[src/rtl/cfu_simd_macc_if.sv]
// cfu_simd_macc_if: CFU command/response bus. master = CPU side, slave = CFU side.
//   cmd_*  : command channel (valid/ready, 10-bit function id, two 32-bit operands)
//   rsp_*  : response channel (valid/ready, ok flag, 32-bit result)
interface cfu_simd_macc_if;
  logic        cmd_valid;
  logic        cmd_ready;
  logic [9:0]  cmd_payload_function_id;
  logic [31:0] cmd_payload_inputs_0;
  logic [31:0] cmd_payload_inputs_1;
  logic        rsp_valid;
  logic        rsp_ready;
  logic        rsp_payload_response_ok;
  logic [31:0] rsp_payload_outputs_0;
  modport master (
    output cmd_valid, cmd_payload_function_id, cmd_payload_inputs_0, cmd_payload_inputs_1, rsp_ready,
    input  cmd_ready, rsp_valid, rsp_payload_response_ok, rsp_payload_outputs_0
  );
  modport slave (
    input  cmd_valid, cmd_payload_function_id, cmd_payload_inputs_0, cmd_payload_inputs_1, rsp_ready,
    output cmd_ready, rsp_valid, rsp_payload_response_ok, rsp_payload_outputs_0
  );
endinterface

[src/rtl/cfu_simd_macc.sv]
// cfu_simd_macc: SIMD multiply-accumulate CFU with input offset and NUM_ACC accumulators.
//   clk, reset (async, active-high); bus = cfu_simd_macc_if.slave command/response channels.
//   funct3: 0 SET_OFFSET, 1 SET_ACC, 2 MACC, 3 GET_ACC, 4 GET_CLEAR, 5..7 illegal.
//   Define CFU_MACC_SATURATE_EN to make the MACC accumulator update saturate instead of wrap.
module cfu_simd_macc #(
  parameter int IN_W    = 8,
  parameter int ACC_W   = 32,
  parameter int NUM_ACC = 4
) (
  input logic            clk,
  input logic            reset,
  cfu_simd_macc_if.slave bus
);
  localparam int LANES = 32 / IN_W;
  localparam int SEL_W = NUM_ACC > 1 ? $clog2(NUM_ACC) : 1;
`ifdef CFU_MACC_SATURATE_EN
  localparam int SUM_W = ACC_W + $clog2(LANES) + 2;
  localparam logic signed [SUM_W-1:0] SAT_MAX = SUM_W'({1'b0, {(ACC_W-1){1'b1}}});
  localparam logic signed [SUM_W-1:0] SAT_MIN = ~SAT_MAX;
`else
  localparam int SUM_W = ACC_W;
`endif
  typedef enum logic [1:0] {IDLE, MUL, RESP} state_t;
  state_t                  state_q, state_d;
  logic signed [ACC_W-1:0] acc_q [NUM_ACC];
  logic signed [ACC_W-1:0] acc_d [NUM_ACC];
  logic signed [ACC_W-1:0] prod_q [LANES];
  logic signed [ACC_W-1:0] prod_d [LANES];
  logic signed [31:0]      offset_q, offset_d;
  logic [SEL_W-1:0]        sel_q, sel_d, sel;
  logic [31:0]             out_q, out_d;
  logic                    ok_q, ok_d;
  logic [2:0]              funct3;
  logic                    accept;
  logic signed [SUM_W-1:0] sum;
  logic signed [ACC_W-1:0] acc_new;
  logic                    unused_funct7;
  assign funct3        = bus.cmd_payload_function_id[2:0];
  assign sel           = bus.cmd_payload_function_id[3 +: SEL_W] & SEL_W'(NUM_ACC - 1);
  assign accept        = bus.cmd_valid && state_q == IDLE;
  assign unused_funct7 = ^bus.cmd_payload_function_id[9:3+SEL_W];
  assign bus.cmd_ready               = state_q == IDLE;
  assign bus.rsp_valid               = state_q == RESP;
  assign bus.rsp_payload_response_ok = ok_q;
  assign bus.rsp_payload_outputs_0   = out_q;
  // Sum is formed from registered products so the multiplier and adder tree sit in separate cycles.
  always_comb begin
    sum = SUM_W'(acc_q[sel_q]);
    for (int k = 0; k < LANES; k++) sum = sum + SUM_W'(prod_q[k]);
`ifdef CFU_MACC_SATURATE_EN
    acc_new = sum > SAT_MAX ? ACC_W'(SAT_MAX) : sum < SAT_MIN ? ACC_W'(SAT_MIN) : ACC_W'(sum);
`else
    acc_new = sum;
`endif
  end
  always_comb begin
    state_d  = state_q;
    acc_d    = acc_q;
    prod_d   = prod_q;
    offset_d = offset_q;
    sel_d    = sel_q;
    out_d    = out_q;
    ok_d     = ok_q;
    if (accept) begin
      sel_d   = sel;
      ok_d    = 1'b1;
      out_d   = bus.cmd_payload_inputs_0;
      state_d = RESP;
      case (funct3)
        3'd0: offset_d = bus.cmd_payload_inputs_0;
        3'd1: acc_d[sel] = ACC_W'($signed(bus.cmd_payload_inputs_0));
        3'd2: begin
          state_d = MUL;
          // (inp + offset) needs 33 bits so a full-range offset cannot overflow the operand.
          for (int k = 0; k < LANES; k++)
            prod_d[k] = ACC_W'($signed(bus.cmd_payload_inputs_0[k*IN_W +: IN_W])) *
                        ACC_W'(33'($signed(bus.cmd_payload_inputs_1[k*IN_W +: IN_W])) + 33'(offset_q));
        end
        3'd3: out_d = acc_q[sel][31:0];
        3'd4: begin
          out_d      = acc_q[sel][31:0];
          acc_d[sel] = '0;
        end
        default: begin
          ok_d  = 1'b0;
          out_d = '0;
        end
      endcase
    end else if (state_q == MUL) begin
      acc_d[sel_q] = acc_new;
      out_d        = acc_new[31:0];
      state_d      = RESP;
    end else if (state_q == RESP && bus.rsp_ready) begin
      state_d = IDLE;
    end
  end
  always_ff @(posedge clk or posedge reset) begin
    if (reset) begin
      state_q  <= IDLE;
      acc_q    <= '{default: '0};
      prod_q   <= '{default: '0};
      offset_q <= '0;
      sel_q    <= '0;
      out_q    <= '0;
      ok_q     <= 1'b0;
    end else begin
      state_q  <= state_d;
      acc_q    <= acc_d;
      prod_q   <= prod_d;
      offset_q <= offset_d;
      sel_q    <= sel_d;
      out_q    <= out_d;
      ok_q     <= ok_d;
    end
  end
endmodule

[src/flat_wrapper.sv]
// flat-port wrapper written by rule: the top's interface ports become plain ports
module cfu_simd_macc_flat 
#(
  parameter int IN_W    = 8,
  parameter int ACC_W   = 32,
  parameter int NUM_ACC = 4
)
  (clk, reset, bus_cmd_valid, bus_cmd_payload_function_id, bus_cmd_payload_inputs_0, bus_cmd_payload_inputs_1, bus_rsp_ready, bus_cmd_ready, bus_rsp_valid, bus_rsp_payload_response_ok, bus_rsp_payload_outputs_0);
  cfu_simd_macc_if bus_i ();
  input logic clk;
  input logic reset;
  input wire logic [$bits(bus_i.cmd_valid)-1:0] bus_cmd_valid;
  input wire logic [$bits(bus_i.cmd_payload_function_id)-1:0] bus_cmd_payload_function_id;
  input wire logic [$bits(bus_i.cmd_payload_inputs_0)-1:0] bus_cmd_payload_inputs_0;
  input wire logic [$bits(bus_i.cmd_payload_inputs_1)-1:0] bus_cmd_payload_inputs_1;
  input wire logic [$bits(bus_i.rsp_ready)-1:0] bus_rsp_ready;
  output wire logic [$bits(bus_i.cmd_ready)-1:0] bus_cmd_ready;
  output wire logic [$bits(bus_i.rsp_valid)-1:0] bus_rsp_valid;
  output wire logic [$bits(bus_i.rsp_payload_response_ok)-1:0] bus_rsp_payload_response_ok;
  output wire logic [$bits(bus_i.rsp_payload_outputs_0)-1:0] bus_rsp_payload_outputs_0;
  assign bus_i.cmd_valid = bus_cmd_valid;
  assign bus_i.cmd_payload_function_id = bus_cmd_payload_function_id;
  assign bus_i.cmd_payload_inputs_0 = bus_cmd_payload_inputs_0;
  assign bus_i.cmd_payload_inputs_1 = bus_cmd_payload_inputs_1;
  assign bus_i.rsp_ready = bus_rsp_ready;
  assign bus_cmd_ready = bus_i.cmd_ready;
  assign bus_rsp_valid = bus_i.rsp_valid;
  assign bus_rsp_payload_response_ok = bus_i.rsp_payload_response_ok;
  assign bus_rsp_payload_outputs_0 = bus_i.rsp_payload_outputs_0;
  cfu_simd_macc #(.IN_W(IN_W), .ACC_W(ACC_W), .NUM_ACC(NUM_ACC)) u_core (.clk(clk), .reset(reset), .bus(bus_i));
endmodule
[config.mk]
export PLATFORM = sky130hd
export DESIGN_NAME = cfu_simd_macc_flat
export DESIGN_NICKNAME = d
export VERILOG_FILES = /design/src/rtl/cfu_simd_macc_if.sv /design/src/rtl/cfu_simd_macc.sv /design/src/flat_wrapper.sv
export SDC_FILE = /design/constraint.sdc
export NUM_CORES = 2
export LEC_CHECK = 0
export BUFFER_PORTS_ARGS = -buffer_cell sky130_fd_sc_hd__buf_2
export CORE_MARGIN = 4
export CORE_UTILIZATION = 49
export CTS_CLUSTER_DIAMETER = 30
export DETAILED_ROUTE_END_ITERATION = 6
export GPL_TIMING_DRIVEN = 0
export PLACE_DENSITY = 0.74
export SLEW_MARGIN = 20
export SYNTH_ARGS = -nofsm -noshare
export SYNTH_HDL_FRONTEND = slang
export SYNTH_SLANG_ARGS = --single-unit
export TNS_END_PERCENT = 20
[constraint.sdc]
create_clock -name clk -period 16.4 [get_ports clk]
set_input_delay 2.46 -clock clk [delete_from_list [all_inputs] [get_ports clk]]
set_output_delay 2.46 -clock clk [all_outputs]
set_load 0.02 [all_outputs]
==> results.txt <==
Worst Path Required: 16.86 ns
gr busiest metal: met2
Root Driver: clkbuf_16
Worst Hold Endpoint: u_core.prod_q[96]
CP arrival: 10.83 ns
antenna violations before repair: 11
FP Rows: 119
most common cell type on the critical path: o21ai_0
critical path's slowest cell: o41ai_1
Main synth FF type: dfrtp_1
final wirelength: 179,000 um
reg2reg setup slack: 6.48 ns
max_slew headroom: 0.165
Setup TNS: 0 ns
Placed Cells incl. Taps: 7,326
vias in the first global route: 45,400
first-pass GRT wire length: 271,000 um
Max FO, Critical Path: 8
num ports: 113
die area: 0.112 mm^2
Unique masters post-synth: 76
Max Fclk: 96.4 MHz
via count: 44,800
CP max stage delay: 0.69 ns
CP Class: input pin to flop
CTS Buffer Depth: 3
Period Utilization, post-route: 0.633
Reg2Reg Depth: 31
Filler cells: 9,428
die width: 334 um
post-DP HPWL: 141,000 um
MaxCap Viol Count: 0
largest net degree at the start of global routing: 107
synth-to-layout area growth: 9.67%
# hold bufs at CTS: 0
worst r2r src: u_core.offset_q[1]
PortBufs: 93
drt pass-1 iters: 6
leading area contributor after synthesis: fa_1
Setup crit start kind: input pin
Least-Margin Pin Slew: 1.24 ns
Synthesized Nets: 7,058
clk_lat worst skew: 0.63 ns
post-layout net count: 7,233
post-synthesis cell count: 5,836
GR Util met3: 0.0946
worst hold stages: 2
Worst-path clk slew: 0.05 ns
total track usage: 0.320
asr flop ratio synth: 1.00
Tmin final: 10.37 ns
share of post-route cells with drive strength above 1: 0.0563
TritonCTS clock tree: done
postcts setup bufs: 0
CORE AREA: 0.105 mm^2
placed inst area: 0.0545 mm^2
Via density: 6.00
post-cts repair resize count: 0
Die Ht: 334 um
area share of the largest cell type after synthesis: 0.278
Initial Utilization: 0.495
EDFF count, synth: 0
Clock Skews: 0.0461 ns
drt wl/cell: 24.0 um
worst hold-check path type: flop to flop
GPL Wtd Cong: 1.04
ANT nets after route: 0
FF+latch count, synth: 325
yosys warns: 0
met2 Use GR: 0.484
Num CTS Buffers: 74
commonest non-fill, non-tap cell in the layout: inv_1
Sink Count: 325
RSZ-0062 raised after global routing: no
DRC viols: 0
CTS H-tree depth: 3
status: finished, final reports clean
gr ovfl total: 0
Non-Filler Instances: 7,471
Final Slew Violations: 0
Iter 0 DRT Violations: 4,758
Crit. End Element: flop
Synth area leaders: fa_1 (28%), dfrtp_1 (16%), ha_1 (10%)
pre-CTS setup slack: 5.64 ns
most frequent cells in the layout: inv_1 (921), fa_1 (724), and2_1 (629), nand2_1 (550), ha_1 (420)
Mean Syn Cell Area: 8.94 um^2
Crit Reg-Reg Endpoint: u_core.prod_q[30]
synthesized area: 0.0522 mm^2
Final Hold Fails: 0
register area share after synthesis: 0.156
hold path startpoint: u_core.prod_q[96]
met1 Use GR: 0.407
final setup fails: 0
post-layout instance area: 0.0572 mm^2
setup ws final: 6.03 ns
-- cell usage after synthesis (9+ instances only) --
library cell and n:
o31ai_1 28, xnor3_1 9, nand2b_1 63, buf_1 13
a21oi_1 201, or3_1 16, inv_1 922, ha_1 420
o21ai_0 337, mux2_2 21, o21bai_1 24, o211ai_1 11
a221oi_1 27, a21boi_0 13, and2_1 629, fa_1 724
xor2_1 92, nor2b_1 75, nand4_1 18, a31oi_1 38
a211o_1 9, a22oi_1 133, nor2_1 281, dfrtp_1 325
mux4_2 64, nor3_1 66, o21ai_1 16, xnor2_1 162
and3_1 27, nand2_1 550, o21a_1 28, or2_2 9
clkbuf_1 218, a211oi_1 25, nand3_1 45, a21o_1 90
-- logic make-up after synthesis --
group,synth area share
flops,0.156
fa+ha+maj,0.379
mux,0.0328
xor+xnor,0.0470
simple gates,0.176
buf+inv,0.0830
compound gates,0.127
-- area by class of cell --
type,instances,area (um^2),share of cell area
Timing Repair Buffer,99,563,0.00984
Clock inverter,45,664,0.0116
Sequential cell,325,8130,0.142
Multi-Input combinational cell,4358,39700,0.694
Clock buffer,90,2020,0.0354
Antenna cell,10,25.0,0.000438
Tap cell,1391,1740,0.0304
Buffer,231,871,0.0152
Inverter,922,3470,0.0606
-- worst max-delay path: cells and delay by family --
| family | cells | cell delay (ns) |
|---|---|---|
| xor+xnor | 2 | 0.92 |
| compound gates | 15 | 3.73 |
| buf+inv | 5 | 0.34 |
| fa+ha+maj | 6 | 2.34 |
| simple gates | 8 | 1.00 |
-- state kept, by name, indices dropped and copies added (netlist names) --
name	flops
u_core.prod_q	128
u_core.state_q	2
u_core.bus.rsp_payload_outputs_0	32
u_core.acc_q	128
u_core.offset_q	32
u_core.bus.rsp_payload_response_ok	1
u_core.sel_q	2
-- routing by layer --
layer / vias to the layer above / share of wire / wire [um]
li1: 19300 / - / -
met1: 22400 / 0.38 / 68000
met2: 2597 / 0.43 / 77400
met3: 618 / 0.12 / 20600
met4: 2 / 0.073 / 13100
met5: - / 0.00011 / 20
-- per-stage QoR --
stage / hold slack, ns / utilization
CTS: 0.483 / 0.542
detailed placement: 0.481 / 0.517
floorplan: 0.445 / -
finish: 0.485 / 0.543
global route: 0.516 / 0.542
global placement: 0.468 / 0.516
-- worst max path at each step --
stage / start / to / depth (start not counted)
after floorplan: reset / u_core.acc_q[0] / 1
after global placement: reset / u_core.offset_q[31] / 2
after detailed placement: bus_cmd_payload_inputs_1[25] / u_core.prod_q[30] / 36
after CTS: bus_cmd_payload_inputs_1[25] / u_core.prod_q[30] / 36
after global routing: bus_cmd_payload_inputs_1[9] / u_core.prod_q[90] / 33
final: bus_cmd_payload_inputs_1[25] / u_core.prod_q[30] / 36
Power is left out: the tool's default activity adds up to more than one toggle a clock period on the data nets, which glitch-free logic cannot reach.
